`src/rtl/runway_pkg.sv`:
```
// runway_pkg: lamp-pattern mode type and wind-switch decoder shared by the runway lights generator.
package runway_pkg;

    typedef enum logic [1:0] {MODE_CALM, MODE_M2L, MODE_L2M} mode_e;

    function automatic mode_e decode_wind(input logic [1:0] w);
        return (w == 2'b10) ? MODE_M2L : (w == 2'b01) ? MODE_L2M : MODE_CALM;
    endfunction

endpackage

```
`src/rtl/step_prescaler.sv`:
```
// step_prescaler: counts STEP_DIV clocks per pattern step; the count freezes while pause is high.
module step_prescaler #(
    parameter int STEP_DIV = 4
) (
    input  logic clk,
    input  logic reset,
    input  logic pause,
    output logic step
);
    localparam int CW = (STEP_DIV > 1) ? $clog2(STEP_DIV) : 1;

    logic [CW-1:0] cnt;

    assign step = (cnt == CW'(STEP_DIV - 1)) && !pause;

    always_ff @(posedge clk) begin
        if (!reset)
            cnt <= '0;
        else if (step)
            cnt <= '0;
        else if (!pause)
            cnt <= cnt + CW'(1);
    end
endmodule

```
`src/rtl/runway_lights_gen.sv`:
```
// runway_lights_gen: calm / MSB->LSB / LSB->MSB runway lamp pattern generator with pause and frame-wrap pulse.
// Define RUNWAY_TRAIL_EN to also light the lamp the directional head has just left.
module runway_lights_gen
    import runway_pkg::*;
#(
    parameter int WIDTH    = 8,
    parameter int STEP_DIV = 4
) (
    input  logic             clk,
    input  logic             reset,
    input  logic [1:0]       wind,
    input  logic             pause,
    output logic [WIDTH-1:0] out,
    output logic             frame_start
);
    localparam int FW = $clog2(WIDTH);
    localparam int H  = (WIDTH + 1) / 2;
    localparam int LO = (WIDTH - 1) / 2;
    localparam int HI = WIDTH / 2;
    localparam logic [WIDTH-1:0] CALM0 = (WIDTH'(1) << LO) | (WIDTH'(1) << HI);

    mode_e           mode, next_mode;
    logic [FW-1:0]   frame, next_frame;
    logic [WIDTH-1:0] lamps;
    logic            step, wrap;
    int              k;

    step_prescaler #(.STEP_DIV(STEP_DIV)) u_prescaler (
        .clk   (clk),
        .reset (reset),
        .pause (pause),
        .step  (step)
    );

    // Lamps are decoded from the frame about to be loaded so out stays a pure register.
    always_comb begin
        next_mode  = decode_wind(wind);
        wrap       = int'(frame) == ((mode == MODE_CALM) ? H - 1 : WIDTH - 1);
        next_frame = (next_mode != mode || wrap) ? '0 : frame + FW'(1);
        k          = int'(next_frame);
        lamps      = '0;
        for (int i = 0; i < WIDTH; i++) begin
            lamps[i] = (next_mode == MODE_CALM) ? (i == LO - k || i == HI + k) :
                       (next_mode == MODE_M2L)  ? (i == WIDTH - 1 - k) : (i == k);
`ifdef RUNWAY_TRAIL_EN
            lamps[i] = lamps[i] | (k != 0 && ((next_mode == MODE_M2L && i == WIDTH - k) ||
                                              (next_mode == MODE_L2M && i == k - 1)));
`endif
        end
    end

    always_ff @(posedge clk) begin
        if (!reset) begin
            mode        <= MODE_CALM;
            frame       <= '0;
            out         <= CALM0;
            frame_start <= 1'b0;
        end else if (step) begin
            mode        <= next_mode;
            frame       <= next_frame;
            out         <= lamps;
            frame_start <= (next_frame == '0);
        end else begin
            frame_start <= 1'b0;
        end
    end
endmodule

```
`config.mk`:
```
export PLATFORM = sky130hd
export DESIGN_NAME = runway_lights_gen
export DESIGN_NICKNAME = d
export VERILOG_FILES = /design/src/rtl/runway_pkg.sv /design/src/rtl/step_prescaler.sv /design/src/rtl/runway_lights_gen.sv
export SDC_FILE = /design/constraint.sdc
export NUM_CORES = 1
export LEC_CHECK = 0
export ABC_AREA = 1
export BUFFER_PORTS_ARGS = -buffer_cell sky130_fd_sc_hd__buf_4
export CORE_ASPECT_RATIO = 0.8
export CORE_UTILIZATION = 59
export CTS_CLUSTER_DIAMETER = 60
export DETAILED_ROUTE_END_ITERATION = 7
export HOLD_SLACK_MARGIN = 0.02
export PLACE_DENSITY = 0.8
export SYNTH_ARGS = -nofsm -noshare
export SYNTH_HDL_FRONTEND = slang
export SYNTH_SLANG_ARGS = --single-unit
export TNS_END_PERCENT = 20
```
`constraint.sdc`:
```
create_clock -name clk -period 3.15 [get_ports clk]
set_input_delay 0 -clock clk [delete_from_list [all_inputs] [get_ports clk]]
set_output_delay 0 -clock clk [all_outputs]
set_load 0.005 [all_outputs]
```
==> summary.md, run 1 <==
| Metric | Value |
|---|---|
| Final critical-path share of the clock period | 58.3% |
| Area growth from synthesis to final layout | 13.1% |
| Via count of the first global-routing pass | 860 |
| Maximum clock frequency | 545 MHz |
| Hold Crit Depth | 5 |
| Number of endpoints with negative hold slack in the final report | 0 |
| Clock latency at the later pin of the worst-skew pair | 0.29 ns |
| Number of clock sinks | 16 |
| Final number of max-transition violations | 0 |
| Design internal power | 0.275 mW |
| Cell count of the worst reg-to-reg path | 10 |
| Crit-path cells | ha_1, xor2_2, nand3_2, nand2_1, nand2_2, nor2_4, nand3_1, nand2_1, nand2_1, nand2_1 |
| I/O Pins | 14 |
| Library cell appearing most often on the critical path | sky130_fd_sc_hd__nand2_1 |
| Finish-stage setup viols | 0 |
| Setup repair after global routing missed its margin | no |
| Antenna-violating nets left | 0 |
| Synthesized netlist net count | 155 |
| Global placer's final weighted congestion | 0.927 |
| Worst Path Max Fanout | 6 |
| Category of the worst setup path capture point | register |
| Starting Density | 66.7% |
| Fraction of power consumed by combinational cells | 18.6% |
| Number of placement rows | 12 |
| Critical path start-end classification | register to register |
| P_leak | 0.573 nW |
| Type of origin of the critical path | register |
| Overall overflow remaining after global route | 0 |
| Fraction of final layout cells sized beyond drive strength 1 | 20.0% |
| Commonest non-fill, non-tap cells in the layout | sky130_fd_sc_hd__nand2_1, sky130_fd_sc_hd__dfxtp_1, sky130_fd_sc_hd__inv_1, sky130_fd_sc_hd__buf_4, sky130_fd_sc_hd__nand3_1 |
| Max-Cap Viols | 0 |
| Resized cells post-CTS | 0 |
| Floorplan die area | 0.00183 mm^2 |
| Cell at the root of the clock tree | sky130_fd_sc_hd__clkbuf_4 |
| CTS tree | done |
| DR vias/cell | 5.55 |
| Power per cell area | 351 mW/mm^2 |
| Number of cells produced by synthesis | 146 |
| Most frequent standard cell in the layout excluding fill and tap cells | sky130_fd_sc_hd__nand2_1 |
| Count of yosys warnings during synthesis | 0 |
| HPWL reported at the end of detailed placement | 1.77 mm |
| Worst-path clk slew | 0.09 ns |
| Status | finished clean |
| WL per Instance | 13.0 um |
| Chip width | 47.6 um |
| Count of input and output buffers | 13 |
| Clock network power share | 27.9% |
| Worst hold endpoint | out[1] |
| Initial DRC count | 60 |
| Launching point of the worst reg2reg path | frame[0] |
| Internal reg-to-reg setup slack | 1.31 ns |
| Arrival @ worst endpoint | 2.07 ns |
| Hold path startpoint | reset |
| Fraction of synthesized cell area taken by the top area cell type | 32.7% |
| Maximum ir drop on the vdd rail | 0.000371 V |
| Setup TNS | 0 ns |
| H-tree depth | 1 |
| Detailed-route via count | 1004 |
| Worst hold-check path type | input pin to register |
| Post-route clock skew | 0.00297 ns |
| Longest Clk Path Bufs | 2 |
| Register share of total power | 53.5% |
| Synth Register Bits | 16 |
| Max-slew headroom | 62.9% |
| Maximum number of pins on one net before global-route repair | 12 |
| Unique masters post-synth | 21 |
| Post-route DRC | 0 |
| Die boundary height | 38.5 um |
| Total routing resource utilization after global routing | 29.8% |
| Actual transition at the worst max-transition pin | 0.555 ns |
| Total wire length | 2.35 mm |
| CTS buffer count | 3 |
| Core Box Area | 0.00147 mm^2 |
| Critical Path Slowest Stage Cell | sky130_fd_sc_hd__dfxtp_1 |
| Switching power | 0.114 mW |
| Total inserted antenna cells | 0 |
| Post-synthesis sequential area ratio | 32.7% |
| Total design power | 0.389 mW |
| Cell type with the highest aggregate area in the netlist | sky130_fd_sc_hd__dfxtp_1 |
| Mean Syn Cell Area | 6.72 um^2 |
| Largest stage delay on the critical path | 0.46 ns |
| Net switching share of the total power | 29.3% |
| Endpoint of the most critical register-to-register path | out[5] |
| Min cycle time layout | 1.84 ns |
| Cells taking the most area after synthesis | sky130_fd_sc_hd__dfxtp_1, sky130_fd_sc_hd__nand2_1, sky130_fd_sc_hd__inv_1, sky130_fd_sc_hd__ha_1, sky130_fd_sc_hd__nand3_1 |
| Router iterations before antenna repair | 4 |
| Critical Path RT | 3.39 ns |
| Number of antenna violations at the first check in global routing | 0 |
| Global-route wire length before repair | 3.66 mm |
| Nets | 171 |
| Synthesized area | 981 um^2 |
==> stage by stage <==
step	util (%)	setup WS, ns	cell area, um^2	hold WS [ns]	std cells
detailed placement	73.2	1.13	1080	0.289	177
global route	75.4	1.14	1110	0.177	181
global placement	73.2	1.26	1080	0.274	177
floorplan	-	1.64	981	0.147	146
CTS	75.4	1.34	1110	0.159	181
finish	75.4	1.31	1110	0.164	181
==> per-layer routing <==
metal	vias up	wire length (um)	GRT usage, %	share of wire [%]
met4	0	60	10.4	2.5
met2	59	1100	48.6	47
met3	10	193	7.55	8.2
li1	487	-	-	-
met1	448	1000	37.7	43
met5	-	0	0	0
==> critical path, delay by kind of cell (launching register included) <==
| family | cells | cell delay (ns) |
|---|---|---|
| XOR/XNOR | 1 | 0.30 |
| adder cells (fa/ha/maj) | 1 | 0.29 |
| flip-flops | 1 | 0.46 |
| AND/OR/NAND/NOR | 8 | 0.74 |
==> cells by family (layout without fill, tap and decap cells) <==
group	count (synthesis)	in the layout	synth area share [%]
buffers and inverters	20	34	9.31
AOI/OAI and AO/OA	13	13	7.40
adders and majority gates	4	4	5.10
DFF	16	16	32.7
xor gates and xnor gates	2	2	2.55
and+or+nand+nor	91	91	43.0
==> synthesized netlist by cell type <==
master,instances
sky130_fd_sc_hd__a31oi_1,2
sky130_fd_sc_hd__buf_6,2
sky130_fd_sc_hd__nor2_1,7
sky130_fd_sc_hd__buf_2,1
sky130_fd_sc_hd__nor2_4,4
sky130_fd_sc_hd__o21ai_0,1
sky130_fd_sc_hd__nand3_1,10
sky130_fd_sc_hd__dfxtp_1,16
sky130_fd_sc_hd__inv_2,3
sky130_fd_sc_hd__ha_1,4
sky130_fd_sc_hd__a21oi_1,5
sky130_fd_sc_hd__nand3_2,2
sky130_fd_sc_hd__nand2_2,5
sky130_fd_sc_hd__nand2_4,1
sky130_fd_sc_hd__o22ai_1,4
sky130_fd_sc_hd__nand4_1,2
sky130_fd_sc_hd__inv_1,14
sky130_fd_sc_hd__xor2_2,1
sky130_fd_sc_hd__o21ai_1,1
sky130_fd_sc_hd__nand2_1,60
sky130_fd_sc_hd__xor2_1,1
==> power by group through the flow <==
stage / sequential (mW) / combinational (mW) / clock [mW]
3_5_place_dp: 0.213 / 0.0686 / 0
6_report: 0.208 / 0.0724 / 0.109
5_1_grt: 0.209 / 0.0801 / 0.117
4_1_cts: 0.208 / 0.0698 / 0.108
2_1_floorplan: 0.212 / 0.0555 / 0
3_3_place_gp: 0.213 / 0.0656 / 0
==> registers in the layout, indices dropped and copies added (netlist names) <==
name / cells
frame_start: 1
u_prescaler.cnt: 2
out: 8
mode: 2
frame: 3
==> cell type report <==
class                      instances  area (um^2)
multi-input combinational        110          569
timing repair buffer              14          108
clock buffer                       3         22.5
fill                             130          362
tap                               21         26.3
inverter                          17         63.8
sequential                        16          320
==> worst max-delay path by stage <==
stage	start	cells past startpoint	end	slack [ns]
2_1_floorplan	frame[0]	7	out[3]	1.64
3_3_place_gp	wind[0]	16	out[2]	1.26
3_5_place_dp	wind[0]	16	out[2]	1.13
4_1_cts	frame[0]	10	out[5]	1.34
5_1_grt	frame[0]	10	out[2]	1.14
6_report	frame[0]	10	out[5]	1.31
==> repair_timing <==
| action | CTS | global route |
|---|---|---|
| hold buffers | 1 | 0 |
| hold endpoints to repair | 2 | 0 |
| setup buffers | 0 | 0 |
| endpoints found under the setup margin | 0 | 0 |
Note: power is estimated with default switching activity, not from simulation.
==> run 2: changes to the inputs <==
--- a/config.mk
+++ b/config.mk
@@ -8,11 +8,11 @@
 export ABC_AREA = 1
 export BUFFER_PORTS_ARGS = -buffer_cell sky130_fd_sc_hd__buf_4
 export CORE_ASPECT_RATIO = 0.8
-export CORE_UTILIZATION = 59
+export CORE_UTILIZATION = 55
 export CTS_CLUSTER_DIAMETER = 60
 export DETAILED_ROUTE_END_ITERATION = 7
 export HOLD_SLACK_MARGIN = 0.02
-export PLACE_DENSITY = 0.8
+export PLACE_DENSITY = 0.75
 export SYNTH_ARGS = -nofsm -noshare
 export SYNTH_HDL_FRONTEND = slang
 export SYNTH_SLANG_ARGS = --single-unit
==> constraint.sdc (replaced) <==
create_clock -name clk -period 1.9 [get_ports clk]
set_input_delay 0 -clock clk [delete_from_list [all_inputs] [get_ports clk]]
set_output_delay 0 -clock clk [all_outputs]
set_load 0.005 [all_outputs]
==> run 2 against run 1 <==
Net effect:
- largest power group unchanged
- critical path type unchanged
- worst setup slack worse by 1.2 ns
- register-to-register slack got worse by 1.2 ns
- largest cell class unchanged
- non-clock buffer count is 4 higher
==> summary.md, run 2 (same netlist as run 1, synthesis figures left out) <==
| Metric | Value |
|---|---|
| Final number of max-transition violations | 0 |
| Worst hold endpoint | out[5] |
| Post-route clock skew | 0.0107 ns |
| Router iterations before antenna repair | 4 |
| Max-slew headroom | 76.8% |
| P_leak | 0.593 nW |
| Core Box Area | 0.00164 mm^2 |
| Setup bufs post-CTS | 0 |
| DR vias/cell | 5.43 |
| Cell count of the worst reg-to-reg path | 8 |
| Commonest non-fill, non-tap cells in the layout | sky130_fd_sc_hd__nand2_1, sky130_fd_sc_hd__buf_4, sky130_fd_sc_hd__dfxtp_1, sky130_fd_sc_hd__inv_1, sky130_fd_sc_hd__nand3_1 |
| Number of flip-flops under the largest register name | 8 |
| Top register by number of flip-flops | out |
| Die boundary height | 39.8 um |
| CTS tree | done |
| Finish-stage setup viols | 0 |
| Area of the multi-input gates | 586 um^2 |
| WL per Instance | 11.9 um |
| Actual transition at the worst max-transition pin | 0.348 ns |
| Number of antenna violations at the first check in global routing | 0 |
| Number of placement rows | 13 |
| CTS buffer count | 3 |
| Type of origin of the critical path | register |
| Critical Path Slowest Stage Cell | sky130_fd_sc_hd__dfxtp_1 |
| Total wire length | 2.21 mm |
| Count of input and output buffers | 13 |
| Most frequent standard cell in the layout excluding fill and tap cells | sky130_fd_sc_hd__nand2_1 |
| Hold path startpoint | reset |
| Total design power | 0.641 mW |
| Crit-path cells | ha_2, xor2_4, nand3_2, nand2_1, nand2_2, nor2_4, nand3_1, a21oi_1 |
| Endpoint of the most critical register-to-register path | out[4] |
| Min cycle time layout | 1.75 ns |
| Launching point of the worst reg2reg path | frame[0] |
| Overall overflow remaining after global route | 0 |
| Top flop regs | out (8), frame (3) |
| Total of fill cells in the finished design | 157 |
| Global-route wire length before repair | 3.65 mm |
| Fraction of final layout cells sized beyond drive strength 1 | 23.2% |
| Longest Clk Path Bufs | 2 |
| Critical Path RT | 2.10 ns |
| Global placer's final weighted congestion | 0.882 |
| Internal reg-to-reg setup slack | 0.15 ns |
| Largest stage delay on the critical path | 0.45 ns |
| Power per cell area | 554 mW/mm^2 |
| Critical path start-end classification | register to register |
| Worst hold-check path type | input pin to register |
| Antenna-violating nets left | 0 |
| Worst Path Max Fanout | 6 |
| Status | finished clean |
| Worst-path clk slew | 0.09 ns |
| Clock latency at the later pin of the worst-skew pair | 0.28 ns |
| Total routing resource utilization after global routing | 25.6% |
| HPWL reported at the end of detailed placement | 1.65 mm |
| Chip width | 49.2 um |
| Sequential cell area in the final layout | 320 um^2 |
| Number of endpoints with negative hold slack in the final report | 0 |
| Maximum clock frequency | 571 MHz |
| Maximum number of pins on one net before global-route repair | 11 |
| Setup repair after global routing missed its margin | no |
| Cell at the root of the clock tree | sky130_fd_sc_hd__clkbuf_4 |
| Maximum ir drop on the vdd rail | 0.000441 V |
| Initial DRC count | 44 |
| Detailed-route via count | 1010 |
| H-tree depth | 1 |
| Hold Crit Depth | 6 |
| Setup TNS | 0 ns |
| Total inserted antenna cells | 0 |
| Nets | 175 |
| Arrival @ worst endpoint | 1.96 ns |
| Floorplan die area | 0.00196 mm^2 |
| Category of the worst setup path capture point | register |
| Post-route DRC | 0 |
| Number of clock sinks | 16 |
| Final critical-path share of the clock period | 92.2% |
| Via count of the first global-routing pass | 856 |
| I/O Pins | 14 |
| Max-Cap Viols | 0 |
| Area growth from synthesis to final layout | 18.0% |
| Starting Density | 59.7% |
## run 2: per-layer routing
metal | global-route usage (%) | wire length, um | vias up
li1 | - | - | 496
met1 | 29.2 | 943 | 450
met2 | 46.2 | 1040 | 56
met3 | 6.59 | 169 | 8
met4 | 11.0 | 55 | 0
met5 | 0 | 0 | -
## run 2: timing repair
action | in CTS | in global routing
setup endpoints to repair | 0 | 6
resized for setup | 0 | 3
hold endpoints to repair | 2 | 0
hold buffers | 1 | 0
## run 2: layout make-up
class	instances	share of cell area [%]
clock buffers	3	1.95
inverters	17	5.51
multi-input cells	110	50.6
flip-flops and latches	16	27.7
well taps	22	2.38
repair buffers	18	11.9
## run 2: worst max-delay path by stage
| stage | start | endpoint | cells after the start |
|---|---|---|---|
| after floorplan | frame[0] | out[3] | 7 |
| after global placement | frame[0] | out[4] | 7 |
| after detailed placement | frame[0] | out[4] | 7 |
| after CTS | frame[0] | out[4] | 7 |
| after global routing | frame[0] | out[2] | 10 |
| final | frame[0] | out[4] | 8 |
## run 2: critical path: cells and delay by family (launching register included)
kind / cells / cell delay, ns
and+or+nand+nor: 5 / 0.53
DFF: 1 / 0.45
adders and majority gates: 1 / 0.29
xor gates and xnor gates: 1 / 0.26
AOI/OAI and AO/OA: 1 / 0.15
## run 2: through the flow
stage	setup slack, ns	hold slack (ns)	util (%)	cells	area, um^2
6_report	0.148	0.197	70.4	186	1160
5_1_grt	0.0345	0.222	70.4	186	1160
4_1_cts	0.0911	0.201	69.5	186	1140
3_5_place_dp	0.118	0.285	67.5	182	1110
3_3_place_gp	0.246	0.274	67.5	182	1110
2_1_floorplan	0.388	0.147	-	146	981
## run 2: power breakdown
part           total, mW  switching (mW)  leakage, nW  internal [mW]
clock              0.174           0.100       0.0138         0.0735
combinational      0.123          0.0766        0.449         0.0459
sequential         0.345         0.00393        0.129          0.341
